--- src/rtl/rf_arb_pkg.sv ---
// Shared types and constants for the register-file write-port arbiter.
// The request struct uses the default widths; parameterised modules pack their own flat words.
package rf_arb_pkg;

  typedef enum logic [1:0] {
    IDLE  = 2'd0,
    DRAIN = 2'd1,
    STALL = 2'd2
  } arb_state_e;

  localparam logic [1:0] WM_WORD = 2'd0;
  localparam logic [1:0] WM_HALF = 2'd1;
  localparam logic [1:0] WM_BYTE = 2'd2;

  localparam int RF_WIDTH    = 32;
  localparam int RF_ADDR_LEN = 5;

  typedef struct packed {
    logic [RF_ADDR_LEN-1:0] addr;
    logic [RF_WIDTH-1:0]    data;
    logic [1:0]             w_mode;
  } wr_req_t;

endpackage

--- src/rtl/rf_wr_fifo.sv ---
// Small synchronous FIFO holding queued long-latency register writes.
// Pushes into a full FIFO and pops from an empty one are ignored.
module rf_wr_fifo #(
  parameter int DW    = 39,
  parameter int DEPTH = 2
) (
  input  logic                     clk,
  input  logic                     rst_n,
  input  logic                     push,
  input  logic                     pop,
  input  logic [DW-1:0]            wdata,
  output logic [DW-1:0]            rdata,
  output logic                     full,
  output logic                     empty,
  output logic [$clog2(DEPTH):0]   count
);

  localparam int AW = $clog2(DEPTH);
  localparam int CW = AW + 1;

  logic [DW-1:0] mem [DEPTH];
  logic [AW-1:0] wr_ptr;
  logic [AW-1:0] rd_ptr;
  logic          do_push;
  logic          do_pop;

  assign full    = (count == CW'(DEPTH));
  assign empty   = (count == '0);
  assign do_push = push && !full;
  assign do_pop  = pop && !empty;
  assign rdata   = mem[rd_ptr];

  // Pointers wrap naturally since DEPTH is a power of two.
  always_ff @(posedge clk or negedge rst_n) begin
    if (!rst_n) begin
      wr_ptr <= '0;
      rd_ptr <= '0;
      count  <= '0;
    end else begin
      if (do_push) wr_ptr <= wr_ptr + AW'(1);
      if (do_pop)  rd_ptr <= rd_ptr + AW'(1);
      case ({do_push, do_pop})
        2'b10:   count <= count + CW'(1);
        2'b01:   count <= count - CW'(1);
        default: count <= count;
      endcase
    end
  end

  always_ff @(posedge clk) begin
    if (do_push) mem[wr_ptr] <= wdata;
  end

endmodule

--- src/rtl/rf_write_arbiter.sv ---
// Arbitrates the single register-file write port between WB and a queued long-latency unit,
// raising a one-cycle pipeline stall when a queued write has been blocked too long.
module rf_write_arbiter
  import rf_arb_pkg::*;
#(
  parameter int WIDTH        = 32,
  parameter int REG_ADDR_LEN = 5,
  parameter int DEPTH        = 2,
  parameter int STARVE_LIMIT = 4
) (
  input  logic                    clk,
  input  logic                    rst_n,
  input  logic                    wb_wr_en,
  input  logic [REG_ADDR_LEN-1:0] wb_addr,
  input  logic [WIDTH-1:0]        wb_data,
  input  logic [1:0]              wb_w_mode,
  input  logic                    md_valid,
  output logic                    md_ready,
  input  logic [REG_ADDR_LEN-1:0] md_addr,
  input  logic [WIDTH-1:0]        md_data,
  input  logic [1:0]              md_w_mode,
  output logic                    pipe_stall,
  output logic                    rf_wr_en,
  output logic [REG_ADDR_LEN-1:0] rf_addr,
  output logic [WIDTH-1:0]        rf_data,
  output logic [1:0]              rf_w_mode,
  output logic                    md_pending
);

  localparam int DW = REG_ADDR_LEN + WIDTH + 2;
  localparam int CW = $clog2(DEPTH) + 1;
  localparam int SW = $clog2(STARVE_LIMIT) + 1;

  arb_state_e              state;
  arb_state_e              next_state;
  logic [SW-1:0]           starve_cnt;
  logic [SW-1:0]           starve_cnt_next;
  logic [DW-1:0]           head_word;
  logic [CW-1:0]           fifo_count;
  logic [CW-1:0]           count_next;
  logic                    fifo_full;
  logic                    fifo_empty;
  logic                    push;
  logic                    pop;
  logic                    grant;
  logic                    stall_trigger;
  logic [REG_ADDR_LEN-1:0] head_addr;
  logic [WIDTH-1:0]        head_data;
  logic [1:0]              head_w_mode;
  logic [REG_ADDR_LEN-1:0] sel_addr;
  logic [WIDTH-1:0]        sel_data;
  logic [1:0]              sel_w_mode;

  rf_wr_fifo #(
    .DW    (DW),
    .DEPTH (DEPTH)
  ) u_fifo (
    .clk   (clk),
    .rst_n (rst_n),
    .push  (push),
    .pop   (pop),
    .wdata ({md_addr, md_data, md_w_mode}),
    .rdata (head_word),
    .full  (fifo_full),
    .empty (fifo_empty),
    .count (fifo_count)
  );

  assign {head_addr, head_data, head_w_mode} = head_word;
  assign md_ready   = !fifo_full;
  assign md_pending = !fifo_empty;
  assign pipe_stall = (state == STALL);

  always_ff @(posedge clk or negedge rst_n) begin
    if (!rst_n) begin
      state      <= IDLE;
      starve_cnt <= '0;
    end else begin
      state      <= next_state;
      starve_cnt <= starve_cnt_next;
    end
  end

  // Grant priority: forced FIFO drain during a stall, then WB, then opportunistic drain.
  always_comb begin
    push            = md_valid && !fifo_full;
    pop             = 1'b0;
    grant           = 1'b0;
    sel_addr        = wb_addr;
    sel_data        = wb_data;
    sel_w_mode      = wb_w_mode;
    stall_trigger   = 1'b0;
    starve_cnt_next = '0;
    next_state      = IDLE;

    if (pipe_stall && !fifo_empty) begin
      pop   = 1'b1;
      grant = 1'b1;
    end else if (wb_wr_en) begin
      grant = 1'b1;
    end else if (!fifo_empty) begin
      pop   = 1'b1;
      grant = 1'b1;
    end

    if (pop) begin
      sel_addr   = head_addr;
      sel_data   = head_data;
      sel_w_mode = head_w_mode;
    end

    if (!fifo_empty && !pop) begin
      if (starve_cnt == SW'(STARVE_LIMIT - 1)) stall_trigger = 1'b1;
      else                                     starve_cnt_next = starve_cnt + SW'(1);
    end

    count_next = fifo_count + CW'(push) - CW'(pop);
    if (stall_trigger)          next_state = STALL;
    else if (count_next != '0)  next_state = DRAIN;
  end

  // Field registers only load on a grant so an idle cycle leaves the port quiet.
  always_ff @(posedge clk or negedge rst_n) begin
    if (!rst_n) begin
      rf_wr_en  <= 1'b0;
      rf_addr   <= '0;
      rf_data   <= '0;
      rf_w_mode <= '0;
    end else begin
      rf_wr_en <= grant;
      if (grant) begin
        rf_addr   <= sel_addr;
        rf_data   <= sel_data;
        rf_w_mode <= sel_w_mode;
      end
    end
  end

endmodule

--- config.mk ---
export PLATFORM = sky130hd
export DESIGN_NAME = rf_write_arbiter
export DESIGN_NICKNAME = d
export VERILOG_FILES = /design/src/rtl/rf_arb_pkg.sv /design/src/rtl/rf_wr_fifo.sv /design/src/rtl/rf_write_arbiter.sv
export SDC_FILE = /design/constraint.sdc
export NUM_CORES = 1
export LEC_CHECK = 0
export CORE_MARGIN = 4
export CORE_UTILIZATION = 54
export DETAILED_ROUTE_END_ITERATION = 8
export DONT_BUFFER_PORTS = 1
export GPL_TIMING_DRIVEN = 0
export PLACE_DENSITY = 0.69
export REMOVE_ABC_BUFFERS = 1
export SLEW_MARGIN = 20
export SYNTH_ARGS = -nofsm -noshare
export SYNTH_HDL_FRONTEND = slang
export SYNTH_SLANG_ARGS = --single-unit
export TNS_END_PERCENT = 30
--- constraint.sdc ---
create_clock -name clk -period 3.7 [get_ports clk]
set_input_delay 0 -clock clk [delete_from_list [all_inputs] [get_ports clk]]
set_output_delay 0 -clock clk [all_outputs]
set_load 0.02 [all_outputs]
== After elaboration in Yosys (flattened, before gate mapping) ==
Memory sizes are Yosys's and may differ from the RTL's.
Index checks and enable logic that the tools add are counted.

* Reductions and logical operators: 11
* Muxes and demuxes: 17
* $add $sub $neg: 7
* Equal/unequal tests: 5

{| class="wikitable"
|+ Operator list
! cell !! count
|-
| $mux W32 || 1
|-
| $mux W1 || 10
|-
| $eq A2 B2 Y1 const B || 3
|-
| $mux W3 || 2
|-
| $logic_and A1 B1 Y1 || 5
|-
| $mux W5 || 1
|-
| $mux W2 || 2
|-
| $pmux W2 S2 || 1
|-
| $reduce_bool A2 Y1 || 2
|-
| $add A3 B1 Y3 const B || 1
|-
| $eq A3 B2 Y1 const B || 1
|-
| $logic_not A1 Y1 || 3
|-
| $add A1 B1 Y1 const B || 2
|-
| $add A2 B1 Y2 || 1
|-
| $add A2 B1 Y2 const B || 1
|-
| $eq A2 B1 Y1 const B || 1
|-
| $logic_not A2 Y1 || 1
|-
| $sub A2 B1 Y2 || 1
|-
| $sub A2 B1 Y2 const B || 1
|}

* RAM bits: 78
* Memories kept: 1
* Word-level logic and storage cells: 50
* Output and inout bits: 43
* Input bits: 82
* Bits in registers: 49

{| class="wikitable"
|+ Memories
! memory !! depth !! bits a word !! rd ports !! clocked after memory_dff !! write ports !! line !! text
|-
| u_fifo.mem || 2 || 39 || 1 || 0 || 1 || rf_wr_fifo.sv:21 || <nowiki>logic [DW-1:0] mem [DEPTH];</nowiki>
|}

== Longest topological paths before layout ==
Gate-level depths: netlist of the first run.

* Depth in word-level cells: 8
* Gate-level depth with buffers: 9
* Gate-level depth less buffers: 8

== Hierarchy ==
Synthesis of the first run repeated with hierarchy kept, for this count alone.

* Cells, all modules: 299
* Area total of the unflattened synthesis: 5014.8 um2

{| class="wikitable"
|+ Modules (own cells, without submodules)
! module !! area each (um2) !! cells each !! instances !! seq. area each (um2)
|-
| rf_wr_fifo || 3007.9 || 139 || 1 || 2442.3
|-
| rf_write_arbiter || 2006.9 || 160 || 1 || 1126.1
|}

== Least setup slack after synthesis of the first run ==
No wires, ideal clock.

* Kind: register -> register
* Start point: reg u_fifo.count[1]
* End point: mem u_fifo.mem[0][0], enable pin
* Clock period less this slack: 2.951 ns
* Arrival: 2.515 ns
* Path slack: 0.749 ns
* Setup time: 0.435 ns
* Stages on the path, launching flop included: 4
* Cells stage by stage: dfrtp_1 -> or2b_1 -> nand2_1 -> nor2_1

* Word-level cells in the longest chain between the ends: 6

{| class="wikitable"
|+ RTL lines
! item !! line !! text
|-
| start, declared || rf_wr_fifo.sv:15 || <nowiki>output logic [$clog2(DEPTH):0] count</nowiki>
|-
| start signal, assigned || rf_wr_fifo.sv:43 || <nowiki>2'b10: count <= count + CW'(1);</nowiki>
|-
| start signal, assigned || rf_wr_fifo.sv:44 || <nowiki>2'b01: count <= count - CW'(1);</nowiki>
|-
| start signal, assigned || rf_wr_fifo.sv:45 || <nowiki>default: count <= count;</nowiki>
|-
| $eq A2 B2 Y1 (*) || rf_wr_fifo.sv:27 || <nowiki>assign full = (count == CW'(DEPTH));</nowiki>
|-
| $logic_not A1 Y1 (*) || - ||
|-
| via md_ready || rf_write_arbiter.sv:18 || <nowiki>output logic md_ready,</nowiki>
|-
| $logic_and A1 B1 Y1 || rf_write_arbiter.sv:86 || <nowiki>push = md_valid && !fifo_full;</nowiki>
|-
| $logic_and A1 B1 Y1 (*) || rf_wr_fifo.sv:29 || <nowiki>assign do_push = push && !full;</nowiki>
|-
| $mux W1 (*) || rf_wr_fifo.sv:51 || <nowiki>if (do_push) mem[wr_ptr] <= wdata;</nowiki>
|-
| $mux W1 (implied by the code) (*) || rf_wr_fifo.sv:51 ||
|-
| end, declared || rf_wr_fifo.sv:21 ||
|}

Mark *: on every way through the listed nets, which the timed path passes. The rest lies on a longest branch.

== Final worst setup path of the first run ==
* Start point: reg u_fifo.count[0]
* End point: reg state[0]

* Word-level cells in the longest chain between the ends: 8

{| class="wikitable"
|+ RTL lines
! item !! line !! text
|-
| $logic_not A2 Y1 (*) || rf_wr_fifo.sv:28 || <nowiki>assign empty = (count == '0);</nowiki>
|-
| $logic_not A1 Y1 (*) || - ||
|-
| via md_pending || rf_write_arbiter.sv:27 || <nowiki>output logic md_pending</nowiki>
|-
| $logic_and A1 B1 Y1 || rf_write_arbiter.sv:96 || <nowiki>if (pipe_stall && !fifo_empty) begin</nowiki>
|-
| $mux W1 || rf_write_arbiter.sv:96 ||
|-
| $sub A2 B1 Y2 or $logic_not A1 Y1 (tied branches) || rf_write_arbiter.sv:117, rf_write_arbiter.sv:112 ||
|-
| $reduce_bool A2 Y1 or $logic_and A1 B1 Y1 (tied branches) || rf_write_arbiter.sv:119, rf_write_arbiter.sv:112 ||
|-
| $mux W1, on equally long branches || rf_write_arbiter.sv:119, rf_write_arbiter.sv:112 ||
|-
| $mux W2 (*) || rf_write_arbiter.sv:118 || <nowiki>if (stall_trigger) next_state = STALL;</nowiki>
|-
| via next_state[0] || rf_write_arbiter.sv:35 || <nowiki>arb_state_e next_state;</nowiki>
|-
| end signal, assigned || rf_write_arbiter.sv:79 || <nowiki>state <= next_state;</nowiki>
|-
| end, declared || rf_write_arbiter.sv:34 || <nowiki>arb_state_e state;</nowiki>
|}

Marks and branches as above.
A chain may end at the register's enable or synchronous reset.

==> results of run 1 <==
-- layer usage --
metal | up-vias | wire length, um | global-route usage, % | part of all wire, %
met5 | - | 0 | 0 | 0
met4 | 0 | 231 | 7.216 | 2.1
met3 | 22 | 726 | 6.614 | 6.5
met2 | 133 | 6007 | 37.61 | 54
met1 | 1540 | 4203 | 23.51 | 38
li1 | 1416 | - | - | -
-- logic make-up (layout without fill, tap and decap cells) --
| group | count (synthesis) | after routing | share of synthesized area, % |
|---|---|---|---|
| fa+ha+maj | 4 | 4 | 0.9697 |
| xor+xnor | 7 | 7 | 1.188 |
| mux | 39 | 39 | 7.564 |
| buf+inv | 62 | 171 | 5.770 |
| flops | 127 | 127 | 69.14 |
| simple gates | 53 | 53 | 4.461 |
| compound gates | 43 | 43 | 10.91 |
-- cell type report --
cell class | count | area, um2
well taps | 129 | 161.4
fillers | 557 | 2381
flip-flops and latches | 127 | 3572
clock inverters | 14 | 182.7
inverters | 44 | 165.2
repair buffers | 95 | 1091
multi-input cells | 146 | 1313
clock buffers | 18 | 417.9
-- report_power, final --
group          switching (mW)  internal, mW
logic                   0.564         0.580
clock network           0.620          1.04
registers               0.519          1.94
-- sequential cells by signal, summed over array words and instances (netlist names), 2 cells and up --
signal / count
rf_addr: 5
rf_data: 32
rf_w_mode: 2
starve_cnt: 3
state: 2
u_fifo.count: 2
u_fifo.mem: 78
-- worst min-delay path by stage --
stage	startpoint	end	slack [ns]	cells past startpoint
3_5_place_dp	rst_n	u_fifo.count[0]	-0.29	0
2_1_floorplan	rst_n	rf_addr[0]	-0.30	0
6_report	rst_n	u_fifo.count[0]	0.02	2
3_3_place_gp	rst_n	rf_data[27]	-0.29	0
4_1_cts	rst_n	u_fifo.count[0]	0.0006	2
5_1_grt	rst_n	u_fifo.count[1]	0.02	2
-- metrics by stage --
step,hold WS (ns),cells
2_1_floorplan,-0.2956,317
3_3_place_gp,-0.2942,446
5_1_grt,0.01723,573
4_1_cts,0.0005859,573
6_report,0.01576,573
3_5_place_dp,-0.2941,453
-- synthesized netlist by cell type (3+ instances only) --
master / instances / share of area [%]
buf_6: 5 / 1.1
inv_1: 44 / 3.2
mux2i_1: 39 / 7.6
xnor2_1: 5 / 0.85
dfrtp_1: 49 / 24
nor2_1: 42 / 3.1
a221oi_1: 11 / 1.9
nor3b_1: 3 / 0.44
edfxtp_1: 78 / 45
buf_2: 8 / 0.78
a221oi_2: 28 / 8.1
ha_1: 4 / 0.97
==> reports/metrics.csv, run 1 <==
stage,metric,value,unit
run_status,status,"finished, final reports clean",
cts,Worst-Skew Late Latency,0.50,ns
final_layout,"commonest non-fill, non-tap cell in the layout",dlygate4sd3_1,
worst_setup_path,Reg-to-Reg End,state[0],
power,P_leak,2.783,nW
cts,H-tree levels,4,
timing,minimum clock period,2.373,ns
worst_setup_path,CP Capture Point,state[0],
cts,number of clock buffers inserted by TritonCTS,17,
final_layout,nets@finish,517,
die,CORE AREA,9284,um2
global_route,largest net degree at the start of global routing,50,
worst_setup_path,WP depth,9,
place,port buffer count,0,
final_layout,fin util,74.35,%
route,DRC viols,0,
final_layout,share of cells above drive strength 1,16.67,%
synth,count of state elements after synthesis,127,
synth,ys async rst share,38.58,%
worst_setup_path,CP max FO,18,
cts,clock root buffer,clkbuf_8,
final_layout,antenna fix cells,0,
global_route,initial antenna violation count,0,
cts,CTS max path bufs,2,
worst_setup_path,CP arrival,2.76,ns
timing,RSZ-0062 raised after global routing,false,
worst_setup_path,RR Startpoint,u_fifo.count[0],
synth,ys flop type,edfxtp_1,
place,hpwl dp,6564,um
route,Pre-antenna DRT Iters,4,
final_layout,cell area after layout,6903,um2
synth,post-synthesis average cell area,15.41,um2
worst_setup_path,reg2reg setup slack,1.33,ns
route,Initial DRC Count,107,
synth,Mapped Area,5161,um2
die,total die area,11190,um2
die,IO Count,125,
route,Routed Antenna Nets,0,
synth,"EDFF count, synth",78,
worst_setup_path,crit start category,flip-flop,
flow_run,Max-Cap Viols,0,
final_layout,most frequent cells in the layout,"87 x dlygate4sd3_1, 78 x edfxtp_1, 48 x dfrtp_1, 44 x inv_1, 41 x nor2_1",
cts,CTS resizes,0,
timing,setup TNS,0,ns
route,WL per Instance,19.49,um
global_route,first-pass GRT wire length,17910,um
synth,register area share after synthesis,69.14,%
power,total power,5.261,mW
cts,"Reg clk slew, reported paths",0.06,ns
final_layout,synth-to-layout area growth,33.75,%
power,worst vdd ir,0.4350,mV
die,Initial Utilization,55.59,%
power,PD cells,762.1,nW/um2
global_route,vias in the first global route,3571,
timing,max-slew violation count,0,
timing,Worst Tran Pin Value,0.7423,ns
place,DP Worst Slack,1.361,ns
route,vias,3111,
timing,Setup Skew,0.009432,ns
timing,Fin. Hold Viols,0,
worst_setup_path,Bufs and invs on worst path,2,
die,Die Span X,105.8,um
die,Die Ht,105.8,um
route,final WL,11170,um
synth,synth unique cells,27,
timing,final worst-path setup slack,1.327,ns
timing,final setup vio count,0,
place,placed inst area,5404,um2
worst_setup_path,Crit path largest cell delay,0.48,ns
worst_setup_path,CP max stage cell,a21boi_4,
timing,Max Fclk,0.4214,GHz
worst_setup_path,CP Capture Type,flip-flop,
worst_setup_path,R2R depth,9,
worst_setup_path,critical path class,reg2reg,
synth,YS warnings,0,
route,vias per cell,5.429,
cts,CTS tree,built,
global_route,grt total ovfl,0,
synth,Gate Count Post-Synth,335,
cts,clock sinks,127,
hold_path,Hold Crit Class,in2async,
place,routability cong.,0.7028,
die,# rows,35,
global_route,GRT Resource Usage Total,20.97,%
worst_setup_path,Worst Setup SP,u_fifo.count[0],
timing,Slew HR,50.51,%
worst_setup_path,worst endpoint required time,4.09,ns
worst_setup_path,"Critical Path, Cell by Cell",or2_4 -> a21boi_4 -> buf_16 -> ha_1 -> inv_1 -> ha_1 -> xnor2_1 -> xnor2_1 -> o22a_1,
cts,setup bufs post-CTS,0,
worst_setup_path,crit-path leading delay family,compound AO/OA/AOI/OAI gates,
cts,hold buffer count at CTS,88,
timing,period utilization,64.14,%
Power figures use the tool's default switching activity.
==> run 2: changes to the inputs <==
- PLACE_DENSITY: 0.69 -> 0.72
- clock period: 3.7 -> 2 ns (I/O delays scaled with it)
==> reports/metrics.csv, run 2 (synthesis gave the netlist of run 1 again) <==
stage,metric,value,unit,change
worst_setup_path,CP arrival,2.37,ns,-0.39 ns
timing,minimum clock period,1.998,ns,-0.3747 ns
global_route,largest net degree at the start of global routing,50,,unchanged
worst_setup_path,reg2reg setup slack,0.002,ns,-1.33 ns
timing,Worst Tran Pin Value,0.8630,ns,+0.1207 ns
place,routability cong.,0.6947,,-1.2%
route,met2 WL,6054,um,+0.78%
route,Initial DRC Count,111,,+3.7%
final_layout,share of cells above drive strength 1,19.14,%,+2.5 points
timing,max-slew violation count,0,,unchanged
cts,CTS tree,built,,
timing,Max Fclk,0.5004,GHz,+19%
timing,final worst-path setup slack,0.001620,ns,-1.325 ns
timing,setup TNS,0,ns,unchanged
place,port buffer count,0,,unchanged
global_route,vias in the first global route,3431,,-3.9%
worst_setup_path,RR Startpoint,u_fifo.count[1],,
route,vias,3088,,-0.74%
timing,Fin. Hold Viols,0,,unchanged
final_layout,nets@finish,517,,unchanged
worst_setup_path,R2R depth,8,,-1
cts,CTS max path bufs,2,,unchanged
global_route,initial antenna violation count,0,,unchanged
final_layout,largest registers,"u_fifo.mem x78, rf_data x32, rf_addr x5",,
route,DRC viols,0,,unchanged
power,P_leak,2.763,nW,-0.73%
final_layout,Finished Layout Cells,573,,unchanged
die,# rows,35,,unchanged
final_layout,most frequent cells in the layout,"82 x dlygate4sd3_1, 78 x edfxtp_1, 46 x dfrtp_1, 43 x inv_1, 41 x nor2_1",,
final_layout,antenna fix cells,0,,unchanged
global_route,GRT Resource Usage Total,20.74,%,-0.23 points
place,placed insts,453,,unchanged
cts,Worst-Skew Late Latency,0.49,ns,about the same
power,PD cells,1405,nW/um2,+84%
global_route,first-pass GRT wire length,17640,um,-1.5%
final_layout,Largest Register,u_fifo.mem,,
final_layout,max reg flops,78,,unchanged
cts,"Reg clk slew, reported paths",0.06,ns,about the same
final_layout,"commonest non-fill, non-tap cell in the layout",dlygate4sd3_1,,
route,WL per Instance,19.69,um,+1.0%
route,wire length on met1,4353,um,+3.6%
timing,Slew HR,42.13,%,-8.4 points
power,total power,9.691,mW,+84%
cts,number of clock buffers inserted by TritonCTS,17,,unchanged
die,Die Span X,105.8,um,unchanged
die,Initial Utilization,55.59,%,unchanged
route,vias per cell,5.389,,-0.74%
worst_setup_path,Reg-to-Reg End,state[0],,
worst_setup_path,worst endpoint required time,2.37,ns,-1.72 ns
die,Die Ht,105.8,um,unchanged
worst_setup_path,crit start category,flip-flop,,
final_layout,filler cell count,559,,+0.36%
timing,Setup Skew,0.007665,ns,-0.001768 ns
global_route,grt total ovfl,0,,unchanged
run_status,status,"finished, final reports clean",,
worst_setup_path,critical path class,reg2reg,,
place,hpwl dp,6454,um,-1.7%
die,CORE AREA,9284,um2,unchanged
timing,RSZ-0062 raised after global routing,true,,
die,total die area,11190,um2,unchanged
place,DP Worst Slack,-0.4260,ns,-1.787 ns
cts,H-tree levels,4,,unchanged
cts,clock root buffer,clkbuf_8,,
timing,period utilization,99.92,%,+36 points
final_layout,synth-to-layout area growth,33.62,%,about the same
route,highest routing layer actually used,met4,,
power,worst vdd ir,0.7115,mV,+64%
worst_setup_path,CP Capture Type,flip-flop,,
cts,clock sinks,127,,unchanged
final_layout,fin util,74.29,%,about the same
flow_run,Max-Cap Viols,0,,unchanged
die,IO Count,125,,unchanged
worst_setup_path,CP max FO,6,,-12
timing,final setup vio count,0,,unchanged
route,final WL,11280,um,+1.0%
hold_path,Hold Crit Class,in2async,,
route,Pre-antenna DRT Iters,4,,unchanged
route,Routed Antenna Nets,0,,unchanged
route,met3 WL,727,um,+0.14%
[run 2: report_power, final]
part           leakage [nW]  internal [mW]  switching [mW]
sequential             1.28           3.59           0.939
combinational          1.22           1.14            1.14
clock                 0.266           1.78            1.10
total                  2.76           6.51            3.18
[run 2: routing by layer]
layer,vias to the layer above,global-route usage (%)
li1,1414,-
met1,1552,24.31
met2,112,35.84
met3,10,6.430
met4,0,7.771
met5,-,0
[run 2: cell type report]
| class | instances | area, um2 | area share [%] |
|---|---|---|---|
| inverters | 44 | 165.2 | 2.395 |
| flip-flops and latches | 127 | 3575 | 51.83 |
| clock buffers | 20 | 425.4 | 6.168 |
| clock inverters | 12 | 136.4 | 1.978 |
| well taps | 129 | 161.4 | 2.340 |
| repair buffers | 94 | 1049 | 15.20 |
| multi-input cells | 147 | 1385 | 20.08 |
[run 2: how the worst max path moves through the flow]
stage                          from                 to  slack, ns  cells past startpoint
CTS                 u_fifo.count[0]           state[0]      0.009                      8
floorplan           u_fifo.count[1]   u_fifo.mem[0][0]      -0.95                      3
finish              u_fifo.count[1]           state[0]      0.002                      8
global placement    u_fifo.count[1]  u_fifo.mem[0][11]      -1.99                      3
global route        u_fifo.count[1]           state[0]      -0.03                      8
detailed placement  u_fifo.count[0]           state[0]      -0.43                      9
[run 2: critical path, cell delays in order, from the launching register on]
cell      delay, ns
dfrtp_2        0.41
or2_4          0.33
a21boi_4       0.17
ha_4           0.28
inv_2          0.03
ha_4           0.17
xnor2_4        0.15
xnor2_2        0.16
o22a_1         0.18
[run 2: per-stage QoR]
step	hold WS, ns	cell area (um2)
floorplan	-0.2956	5029
global placement	-0.2939	5190
detailed placement	-0.2940	5389
CTS	0.007598	6845
global route	0.02378	6897
finish	0.03011	6897
[run 2: what timing repair did]
| item | CTS | global route |
|---|---|---|
| pin swaps | 3 | 6 |
| hold endpoints to repair | 173 | 15 |
| cloned | 1 | 0 |
| hold buffers | 82 | 1 |
| setup buffers | 5 | 0 |
| setup endpoints to repair | 25 | 24 |
| resized for setup | 4 | 8 |
==> run 3: changes to the inputs <==
- ABC_AREA: unset -> 1
==> reports/metrics.csv, run 3 <==
stage,metric,value,unit,change
run_status,status,"finished, final reports clean",,
timing,hold slack,0.06951,ns,+0.03940 ns
synth,count of state elements after synthesis,127,,unchanged
synth,"top cells by count, synth","245 x nand2_1, 131 x inv_1, 80 x nand3_1, 78 x edfxtp_1, 49 x dfrtp_1",,
power,Net Sw Frac,39.49,%,+6.7 points
final_layout,Largest Register,u_fifo.mem,,
route,Pre-antenna DRT Iters,5,,+1
die,Die Span X,110.7,um,+4.7%
final_layout,nets@finish,816,,+58%
route,vias per cell,5.179,,-3.9%
synth,XOR/XNOR share of the synthesized area,0.4610,%,-0.73 points
worst_setup_path,CP arrival,2.32,ns,-0.05 ns
power,worst vdd ir,0.8408,mV,+18%
route,vias,4552,,+47%
route,final WL,15910,um,+41%
route,DRC viols,0,,unchanged
route,Initial DRC Count,403,,+260%
timing,Slew HR,55.57,%,+13 points
die,IO Count,125,,unchanged
die,Initial Utilization,55.21,%,-0.39 points
worst_setup_path,Worst Setup SP,u_fifo.count[0],,
synth,"EDFF count, synth",78,,unchanged
synth,YS warnings,0,,unchanged
global_route,first-pass GRT wire length,24760,um,+40%
flow_run,Max-Cap Viols,0,,unchanged
die,total die area,12260,um2,+9.6%
synth,Post-Synth Simple-Gate Area,24.46,%,+20 points
cts,CTS tree,built,,
place,port buffer count,0,,unchanged
worst_setup_path,Bufs and invs on worst path,1,,unchanged
synth,register area share after synthesis,62.61,%,-6.5 points
worst_setup_path,CP max stage cell,dfrtp_2,,
cts,clock root buffer,clkbuf_8,,
synth,ys flop type,edfxtp_1,,
synth,top cell type's share of synthesized area,41.10,%,-4.3 points
worst_setup_path,CP Capture Type,flip-flop,,
global_route,vias in the first global route,4679,,+36%
place,hpwl dp,7611,um,+18%
synth,ys async rst share,38.58,%,unchanged
place,DP Worst Slack,-1.205,ns,-0.7795 ns
synth,main combinational cell family by area after synthesis,simple AND/OR/NAND/NOR gates,,
die,# rows,37,,+5.7%
power,Clock power frac,26.1,%,-3.6 points
timing,RSZ-0062 raised after global routing,true,,
synth,synth unique cells,22,,-19%
timing,minimum clock period,1.941,ns,-0.05761 ns
timing,Max Fclk,0.5153,GHz,+3.0%
synth,Adder-Cell Fraction of Synth Area,0.8782,%,-0.092 points
worst_setup_path,crit-path leading delay family,simple AND/OR/NAND/NOR gates,,
timing,period utilization,97.04,%,-2.9 points
cts,number of clock buffers inserted by TritonCTS,17,,unchanged
timing,Worst Tran Pin Value,0.6649,ns,-0.1981 ns
power,P_leak,3.685,nW,+33%
die,Die Ht,110.7,um,+4.7%
global_route,GRT Resource Usage Total,26.05,%,+5.3 points
synth,post-synthesis average cell area,8.961,um2,-42%
synth,Area contributors post-synth,"edfxtp_1 41%, dfrtp_1 22%, nand2_1 16%, inv_1 8.6%, nand3_1 7.0%",,
cts,Worst-Skew Late Latency,0.51,ns,+0.02 ns
power,Internal Power,6.596,mW,+1.3%
power,combinational power share,30.6,%,+7.0 points
final_layout,antenna fix cells,0,,unchanged
worst_setup_path,"Critical Path, Cell by Cell",clkinv_4 -> nand2_1 -> nand2_2 -> ha_1 -> a21oi_1 -> o21ai_0 -> xor2_1,,
global_route,grt total ovfl,0,,unchanged
place,routability cong.,0.7879,,+13%
worst_setup_path,CP max FO,6,,unchanged
timing,Fin. Hold Viols,0,,unchanged
power,PD cells,1464,nW/um2,+4.2%
worst_setup_path,crit start category,flip-flop,,
final_layout,max reg flops,78,,unchanged
cts,CTS max path bufs,2,,unchanged
timing,max-slew violation count,0,,unchanged
synth,Mapped Area,5699,um2,+10%
worst_setup_path,worst endpoint required time,2.38,ns,about the same
hold_path,Hold Crit Class,in2async,,
synth,Synth area leader,edfxtp_1,,
route,WL per Instance,18.10,um,-8.1%
worst_setup_path,RR Startpoint,u_fifo.count[0],,
synth,Gate Count Post-Synth,636,,+90%
die,CORE AREA,10320,um2,+11%
synth,post-synthesis compound-gate area fraction,0.1756,%,-11 points
synth,most common cell in the synthesized netlist,nand2_1,,
worst_setup_path,Crit path largest cell delay,0.43,ns,+0.02 ns
cts,clock sinks,127,,unchanged
final_layout,largest registers,"u_fifo.mem x78, rf_data x32, rf_addr x5",,
worst_setup_path,critical path class,reg2reg,,
timing,final worst-path setup slack,0.05923,ns,+0.05761 ns
global_route,largest net degree at the start of global routing,50,,unchanged
power,sequential share of power,43.3,%,-3.4 points
power,net switching power figure,4.304,mW,+35%
cts,H-tree levels,4,,unchanged
final_layout,most frequent cells in the layout,"243 x nand2_1, 130 x inv_1, 82 x dlygate4sd3_1, 80 x nand3_1, 78 x edfxtp_1",,
final_layout,synth-to-layout area growth,30.67,%,
timing,Setup Skew,0.008925,ns,+0.001260 ns
final_layout,share of cells above drive strength 1,8.210,%,-11 points
final_layout,"commonest non-fill, non-tap cell in the layout",nand2_1,,
route,Routed Antenna Nets,0,,unchanged
timing,final setup vio count,0,,unchanged
synth,mux cell area share after synthesis,0,%,-7.6 points
cts,"Reg clk slew, reported paths",0.06,ns,about the same
global_route,initial antenna violation count,0,,unchanged
## run 3: logic make-up after synthesis
logic type	Yosys count
AO/OA/AOI/OAI	2
buffers and inverters	162
adder cells (fa/ha/maj)	4
AND/OR/NAND/NOR	338
flip-flops	127
XOR/XNOR	3
## run 3: power by group through the flow
stage               registers (mW)  clock network, mW  logic, mW
finish                        4.72               2.85       3.34
global route                  4.80               3.03       3.70
CTS                           4.70               2.88       3.19
detailed placement            4.73                  0       2.72
global placement              4.83                  0       2.32
floorplan                     4.65                  0       1.80
## run 3: final timing paths
check / end / slack [ns] / cells past startpoint
min reg2reg: starve_cnt[0] / 0.49 / 1
min: rf_data[9] / 0.07 / 2
max reg2reg: u_fifo.count[1] / 0.06 / 7
max: u_fifo.count[1] / 0.06 / 7
max in group asynchronous: rf_data[26] / 1.68 / 2
min in group clk: u_fifo.mem[0][32] / 0.14 / 1
## run 3: repair_timing
item / CTS / global route
buffers inserted: 1 / 5
endpoints found under the setup margin: 70 / 9
endpoints found under the hold margin: 177 / 19
cloned: 6 / 3
resized for setup: 10 / 6
hold buffers: 82 / 1
pin swaps: 6 / 4
## run 3: cell type report
class                   instances  area, um2
repair buffers                 94       1008
clock buffers                  23      446.7
multi-input cells             356       1640
clock inverters                 9      95.09
well taps                     136      170.2
fillers                       732       2877
flip-flops and latches        127       3571
inverters                     134      515.5
## run 3: per-layer routing
layer / vias to the layer above / routed length [um] / share of wire, % / GRT usage, %
li1: 2136 / - / - / -
met1: 2172 / 6147 / 39 / 30.96
met5: - / 0 / 0 / 0
met4: 0 / 289 / 1.8 / 9.031
met3: 26 / 1231 / 7.7 / 6.987
met2: 218 / 8241 / 52 / 45.67
## run 3: stage by stage
stage / total power [mW] / cell area, um2 / std cells / utilization [%] / TNS [ns]
5_1_grt: 11.52 / 7447 / 879 / 72.14 / -0.02526
4_1_cts: 10.77 / 7346 / 870 / 71.16 / -0.4761
3_5_place_dp: 7.452 / 5841 / 749 / 56.57 / -44.47
2_1_floorplan: 6.449 / 5552 / 608 / - / -70.13
3_3_place_gp: 7.149 / 5722 / 744 / 55.42 / -223.19
6_report: 10.90 / 7447 / 879 / 72.14 / 0
